--- config.mk ---
export PLATFORM = sky130hd
export DESIGN_NAME = rs_stream_decoder_ctrl
export DESIGN_NICKNAME = d
export VERILOG_FILES = /design/src/rtl/rs_stream_decoder_ctrl.sv
export SDC_FILE = /design/constraint.sdc
export NUM_CORES = 1
export LEC_CHECK = 0
export BUFFER_PORTS_ARGS = -buffer_cell sky130_fd_sc_hd__buf_2
export CORE_ASPECT_RATIO = 0.5
export CORE_UTILIZATION = 45
export CTS_CLUSTER_SIZE = 12
export DETAILED_ROUTE_END_ITERATION = 10
export GPL_TIMING_DRIVEN = 0
export HOLD_SLACK_MARGIN = 0.08
export PLACE_DENSITY_LB_ADDON = 0.05
export SLEW_MARGIN = 20
export SYNTH_ARGS = -nofsm -noshare
export SYNTH_HDL_FRONTEND = slang
export SYNTH_SLANG_ARGS = --single-unit
--- constraint.sdc ---
create_clock -name clk -period 3.4 [get_ports clk]
set_clock_uncertainty 0.05 [all_clocks]
set_input_delay 0.68 -clock clk [delete_from_list [all_inputs] [get_ports clk]]
set_output_delay 0.68 -clock clk [all_outputs]
set_load 0.05 [all_outputs]
--- src/rtl/rs_stream_decoder_ctrl.sv ---
// Single-error RS stream decoder: buffers one N-symbol frame while accumulating
// S1/S2, solves for location/value in one cycle, then replays the corrected frame.
module rs_stream_decoder_ctrl #(
  parameter int N = 7,
  parameter int SYMBOL_WIDTH = 3,
  parameter logic [SYMBOL_WIDTH:0] PRIM_POLY = 4'b1011
) (
  input  logic                    clk,
  input  logic                    reset_n,
  input  logic [SYMBOL_WIDTH-1:0] in_symbol,
  input  logic                    in_valid,
  output logic                    in_ready,
  output logic [SYMBOL_WIDTH-1:0] out_symbol,
  output logic                    out_valid,
  input  logic                    out_ready,
  output logic                    out_last,
  output logic                    frame_corrected,
  output logic                    frame_uncorrectable,
  output logic                    busy
);

  localparam int SW   = SYMBOL_WIDTH;
  localparam int CW   = (N > 1) ? $clog2(N) : 1;
  localparam int QMAX = (1 << SW) - 1;
  localparam logic [SW-1:0] ALPHA    = SW'(2);
  localparam logic [CW-1:0] LAST_IDX = CW'(N - 1);

  typedef enum logic [1:0] {LOAD, SOLVE, EMIT} state_t;

  function automatic logic [SW-1:0] gf_mul(input logic [SW-1:0] a, input logic [SW-1:0] b);
    logic [SW-1:0] p;
    logic [SW-1:0] aa;
    p  = '0;
    aa = a;
    for (int i = 0; i < SW; i++) begin
      if (b[i]) p = p ^ aa;
      aa = aa[SW-1] ? ((aa << 1) ^ PRIM_POLY[SW-1:0]) : (aa << 1);
    end
    return p;
  endfunction

  // a^(2^m-2) is the multiplicative inverse; yields 0 for a = 0.
  function automatic logic [SW-1:0] gf_inv(input logic [SW-1:0] a);
    logic [SW-1:0] r;
    r = SW'(1);
    for (int k = 0; k < QMAX - 1; k++) r = gf_mul(r, a);
    return r;
  endfunction

  function automatic logic [SW-1:0] gf_log(input logic [SW-1:0] a);
    logic [SW-1:0] p;
    logic [SW-1:0] l;
    p = SW'(1);
    l = '0;
    for (int k = 0; k < QMAX; k++) begin
      if (p == a) l = k[SW-1:0];
      p = gf_mul(p, ALPHA);
    end
    return l;
  endfunction

  state_t        state_q, state_d;
  logic [CW-1:0] count_q, count_d;
  logic [CW-1:0] idx_q, idx_d;
  logic [SW-1:0] s1_q, s1_d;
  logic [SW-1:0] s2_q, s2_d;
  logic [SW-1:0] y1_q, y1_d;
  logic [SW-1:0] loc_q, loc_d;
  logic          loc_valid_q, loc_valid_d;
  logic          corr_q, corr_d;
  logic          uncorr_q, uncorr_d;

  logic [SW-1:0] sym_buf [N];
  logic [SW-1:0] err_log;
  logic [SW-1:0] y1_calc;
  logic [SW-1:0] out_j;
  logic          in_accept;
  logic          out_accept;

  assign in_ready   = (state_q == LOAD);
  assign out_valid  = (state_q == EMIT);
  assign in_accept  = in_valid & in_ready;
  assign out_accept = out_valid & out_ready;
  assign busy       = !((state_q == LOAD) && (count_q == '0));

  // Quotients are only consumed when both syndromes are nonzero.
  assign err_log = gf_log(gf_mul(s2_q, gf_inv(s1_q)));
  assign y1_calc = gf_mul(gf_mul(s1_q, s1_q), gf_inv(s2_q));

  assign out_j      = SW'(N - 1) - SW'(idx_q);
  assign out_symbol = out_valid ?
                      (sym_buf[idx_q] ^ ((loc_valid_q && (out_j == loc_q)) ? y1_q : '0)) : '0;
  assign out_last            = out_valid && (idx_q == LAST_IDX);
  assign frame_corrected     = out_valid & corr_q;
  assign frame_uncorrectable = out_valid & uncorr_q;

  always_ff @(posedge clk) begin
    if (in_accept) sym_buf[count_q] <= in_symbol;
  end

  always_comb begin
    state_d     = state_q;
    count_d     = count_q;
    idx_d       = idx_q;
    s1_d        = s1_q;
    s2_d        = s2_q;
    y1_d        = y1_q;
    loc_d       = loc_q;
    loc_valid_d = loc_valid_q;
    corr_d      = corr_q;
    uncorr_d    = uncorr_q;
    case (state_q)
      LOAD: begin
        if (in_accept) begin
          s1_d    = gf_mul(s1_q, ALPHA) ^ in_symbol;
          s2_d    = gf_mul(gf_mul(s2_q, ALPHA), ALPHA) ^ in_symbol;
          count_d = count_q + CW'(1);
          if (count_q == LAST_IDX) state_d = SOLVE;
        end
      end
      SOLVE: begin
        loc_valid_d = 1'b0;
        corr_d      = 1'b0;
        uncorr_d    = 1'b0;
        loc_d       = '0;
        y1_d        = '0;
        if ((s1_q == '0) != (s2_q == '0)) begin
          uncorr_d = 1'b1;
        end else if (s1_q != '0) begin
          if (int'(err_log) >= N) begin
            uncorr_d = 1'b1;
          end else begin
            loc_valid_d = 1'b1;
            corr_d      = 1'b1;
            loc_d       = err_log;
            y1_d        = y1_calc;
          end
        end
        s1_d    = '0;
        s2_d    = '0;
        count_d = '0;
        idx_d   = '0;
        state_d = EMIT;
      end
      EMIT: begin
        if (out_accept) begin
          if (idx_q == LAST_IDX) begin
            idx_d       = '0;
            loc_valid_d = 1'b0;
            corr_d      = 1'b0;
            uncorr_d    = 1'b0;
            state_d     = LOAD;
          end else begin
            idx_d = idx_q + CW'(1);
          end
        end
      end
      default: state_d = LOAD;
    endcase
  end

  always_ff @(posedge clk or negedge reset_n) begin
    if (!reset_n) begin
      state_q     <= LOAD;
      count_q     <= '0;
      idx_q       <= '0;
      s1_q        <= '0;
      s2_q        <= '0;
      y1_q        <= '0;
      loc_q       <= '0;
      loc_valid_q <= 1'b0;
      corr_q      <= 1'b0;
      uncorr_q    <= 1'b0;
    end else begin
      state_q     <= state_d;
      count_q     <= count_d;
      idx_q       <= idx_d;
      s1_q        <= s1_d;
      s2_q        <= s2_d;
      y1_q        <= y1_d;
      loc_q       <= loc_d;
      loc_valid_q <= loc_valid_d;
      corr_q      <= corr_d;
      uncorr_q    <= uncorr_d;
    end
  end

endmodule
==> reports/metrics.cfg <==
[logic_synthesis]
ys_types=49
seq_area_frac_synth_pct=42.8
synthMuxAreaShare_pct=6.07
synthAdderAreaFrac_pct=6.44
netlist_instances=273
synthSimpleGateAreaFrac_pct=15.3
syn_nets=293
synth_top_family_by_area=simple AND/OR/NAND/NOR gates
synth_area_um2=2760
yosysWarnings=0
syn_area_per_cell_um2=10.1
synth_compound_area_share_pct=13.2
ys_seq_elements=43
yosys.area_share.xor_xnor_pct=12.5

[finish]
layout_commonest_cell=xnor2_1
drive_above_1_share_pct=11.5
nets=315
antenna_cells=0
area_growth_pct=11.3
layout_common_cells=xnor2_1, nand2_1, nor2_1

[timing]
rsz0062_at_grt=false
clock.fmax_mhz=319
setup_violations=0
drv_slew=0
worst_pin_slew_ns=0.816
fin_setup_tns_ns=0
hold_viol_final=0
maxSlewHeadroom_pct=45.1
period_share_pct=92.2
final.min_clock_period_ns=3.14

[floorplanning]
start_util_pct=48.6
io_pins=16
fp.dieH_um=57.4
core-area_um2=5680
dieWidth_um=113
fp.dieArea_um2=6470
std_cell_rows=19

[placed_design]
hpwl_um=4390
gp_congestion=0.757
port_buffers=15

[run]
maxCapViolCount=0

[clock_tree]
clockBufferDepth=2
ctsRootBufferMaster=clkbuf_16
cts_tree=done
cts_hold_buf=0
clkSinkCount=43
path_clk_slew_ns=0.06
htreeDepth=2
cts_buffers=5
worstSkewPairLatency_ns=0.28

[route]
drt_wl_total_um=5780
drc=0
dr_total_vias=2010
drt-initial-drc-count=131
first_pass_iters=4
viasPerCell=5.45
detail_route.wl_per_cell_um=15.7
detail-route-antenna-nets=0

[critical_path]
rrSetupSlack_ns=0.31
arrival_ns=2.41
crit_type=flop to output pin
cp-end-kind=output pin
r2r_start=s1_q[0]
r2r_cells=8
crit_end=out_symbol[0]
crit_start=idx_q[0]
startpoint_type=flop
required_ns=2.67
rr_endpoint=loc_q[1]
worst-path-max-fanout=9

[grt]
antenna_found_initial=0
grt.overflow.total=0
grt_start_max_net_pins=23
grt_pass1_vias=1947
grt_pass1_wl_um=9960
grt_usage_pct=20.5

[hold_path]
hold_class=input port to asynchronous set/reset pin

[status]
status=finished clean

## area by class of cell
class,count,area (µm²)
plain buffers,13,56.3
clock buffers,6,129
clock inverters,2,12.5
fillers,502,2610
inverters,13,48.8
multi-input cells,204,1480
flip-flops and latches,43,1180
well taps,73,91.3
repair buffers,15,75.1
## worst min-delay path by stage
| stage | startpoint | endpoint | slack [ns] | depth (start not counted) |
|---|---|---|---|---|
| 3_5_place_dp | y1_q[0] | y1_q[0] | 0.45 | 1 |
| 4_1_cts | reset_n | s2_q[0] | 0.33 | 1 |
| 6_report | reset_n | s1_q[0] | 0.32 | 1 |
| 5_1_grt | reset_n | s2_q[0] | 0.35 | 1 |
| 2_1_floorplan | reset_n | corr_q | 0.33 | 0 |
| 3_3_place_gp | y1_q[0] | y1_q[0] | 0.44 | 1 |
## worst max-delay path, stage by stage, from the launching register on
cell,delay [ns]
dfrtp_1,0.38
clkbuf_4,0.26
inv_1,0.10
ha_1,0.33
xnor2_1,0.17
nand3_1,0.09
nor2_1,0.20
nand2_1,0.10
xnor2_1,0.13
nor2_1,0.11
buf_2,0.27
## metrics by stage
step	hold slack (ns)	instance area (µm²)	instances	worst slack [ns]	util, %
2_1_floorplan	0.334	2760	273	0.248	-
3_3_place_gp	0.440	2930	361	0.182	51.5
3_5_place_dp	0.453	2930	361	0.137	51.5
4_1_cts	0.333	3070	369	0.111	54.0
5_1_grt	0.349	3070	369	0.0622	54.1
6_report	0.318	3070	369	0.265	54.1
## what timing repair did
action	in CTS	in global routing
buffers inserted	0	0
gates resized for setup	1	2
endpoints found under the setup margin	3	3
## cell families (layout without fill, tap and decap cells)
| kind of cell | after synthesis | count (layout) |
|---|---|---|
| AND/OR/NAND/NOR | 87 | 87 |
| AO/OA/AOI/OAI | 54 | 54 |
| multiplexers | 13 | 13 |
| flip-flops | 43 | 43 |
| XOR/XNOR | 37 | 37 |
| buffers and inverters | 26 | 49 |
| adder cells (fa/ha/maj) | 13 | 13 |
## per-layer routing
layer  part of all wire (%)  wire length, µm  vias up  track usage, %
met3                    3.2              185        2            4.46
met4                   0.10                6        0            5.14
met1                     53             3080      966            30.3
li1                       -                -     1014               -
met5                      0                0        -               0
met2                     43             2510       28            30.9
## flip-flops by register name, summed over array words and instances (netlist names)
name / count
loc_q: 3
y1_q: 3
s1_q: 3
sym_buf: 21
count_q: 3
s2_q: 3
corr_q: 1
state_q: 2
uncorr_q: 1
idx_q: 3
## synthesized netlist by cell type, drive strengths merged
master	n	area (µm²)
xnor2	29	254
nand2	26	97.6
nor2	24	90.1
dfrtp	22	551
edfxtp	21	631
o21ai	20	100
inv	12	45.0
ha	11	138
mux2i	10	100
clkbuf	9	33.8
xor2	7	68.8
a21oi	6	30.0
a22o	6	52.6
nand3	6	30.0
a211oi	5	42.5
and3	5	36.3
nor3	5	25.0
nor4	5	37.5
and2	4	25.0
buf	4	18.8
mux4	3	67.6
nand2b	3	18.8
o22ai	3	18.8
a32o	2	20.0
fa	2	40.0
nor2b	2	12.5
o211ai	2	15.0
o31ai	2	15.0
o32ai	2	17.5
or2	2	12.5
a21bo	1	10.0
a21boi	1	7.51
a221o	1	10.0
a221oi	1	8.76
a2bb2oi	1	8.76
and4	1	8.76
clkinv	1	3.75
nand3b	1	7.51
nand4	1	6.26
nor3b	1	7.51
o31a	1	8.76
or3	1	6.26
xnor3	1	22.5
Power is not shown: default switching activity piles up to over one toggle a cycle in this logic, so the estimate is an artifact.
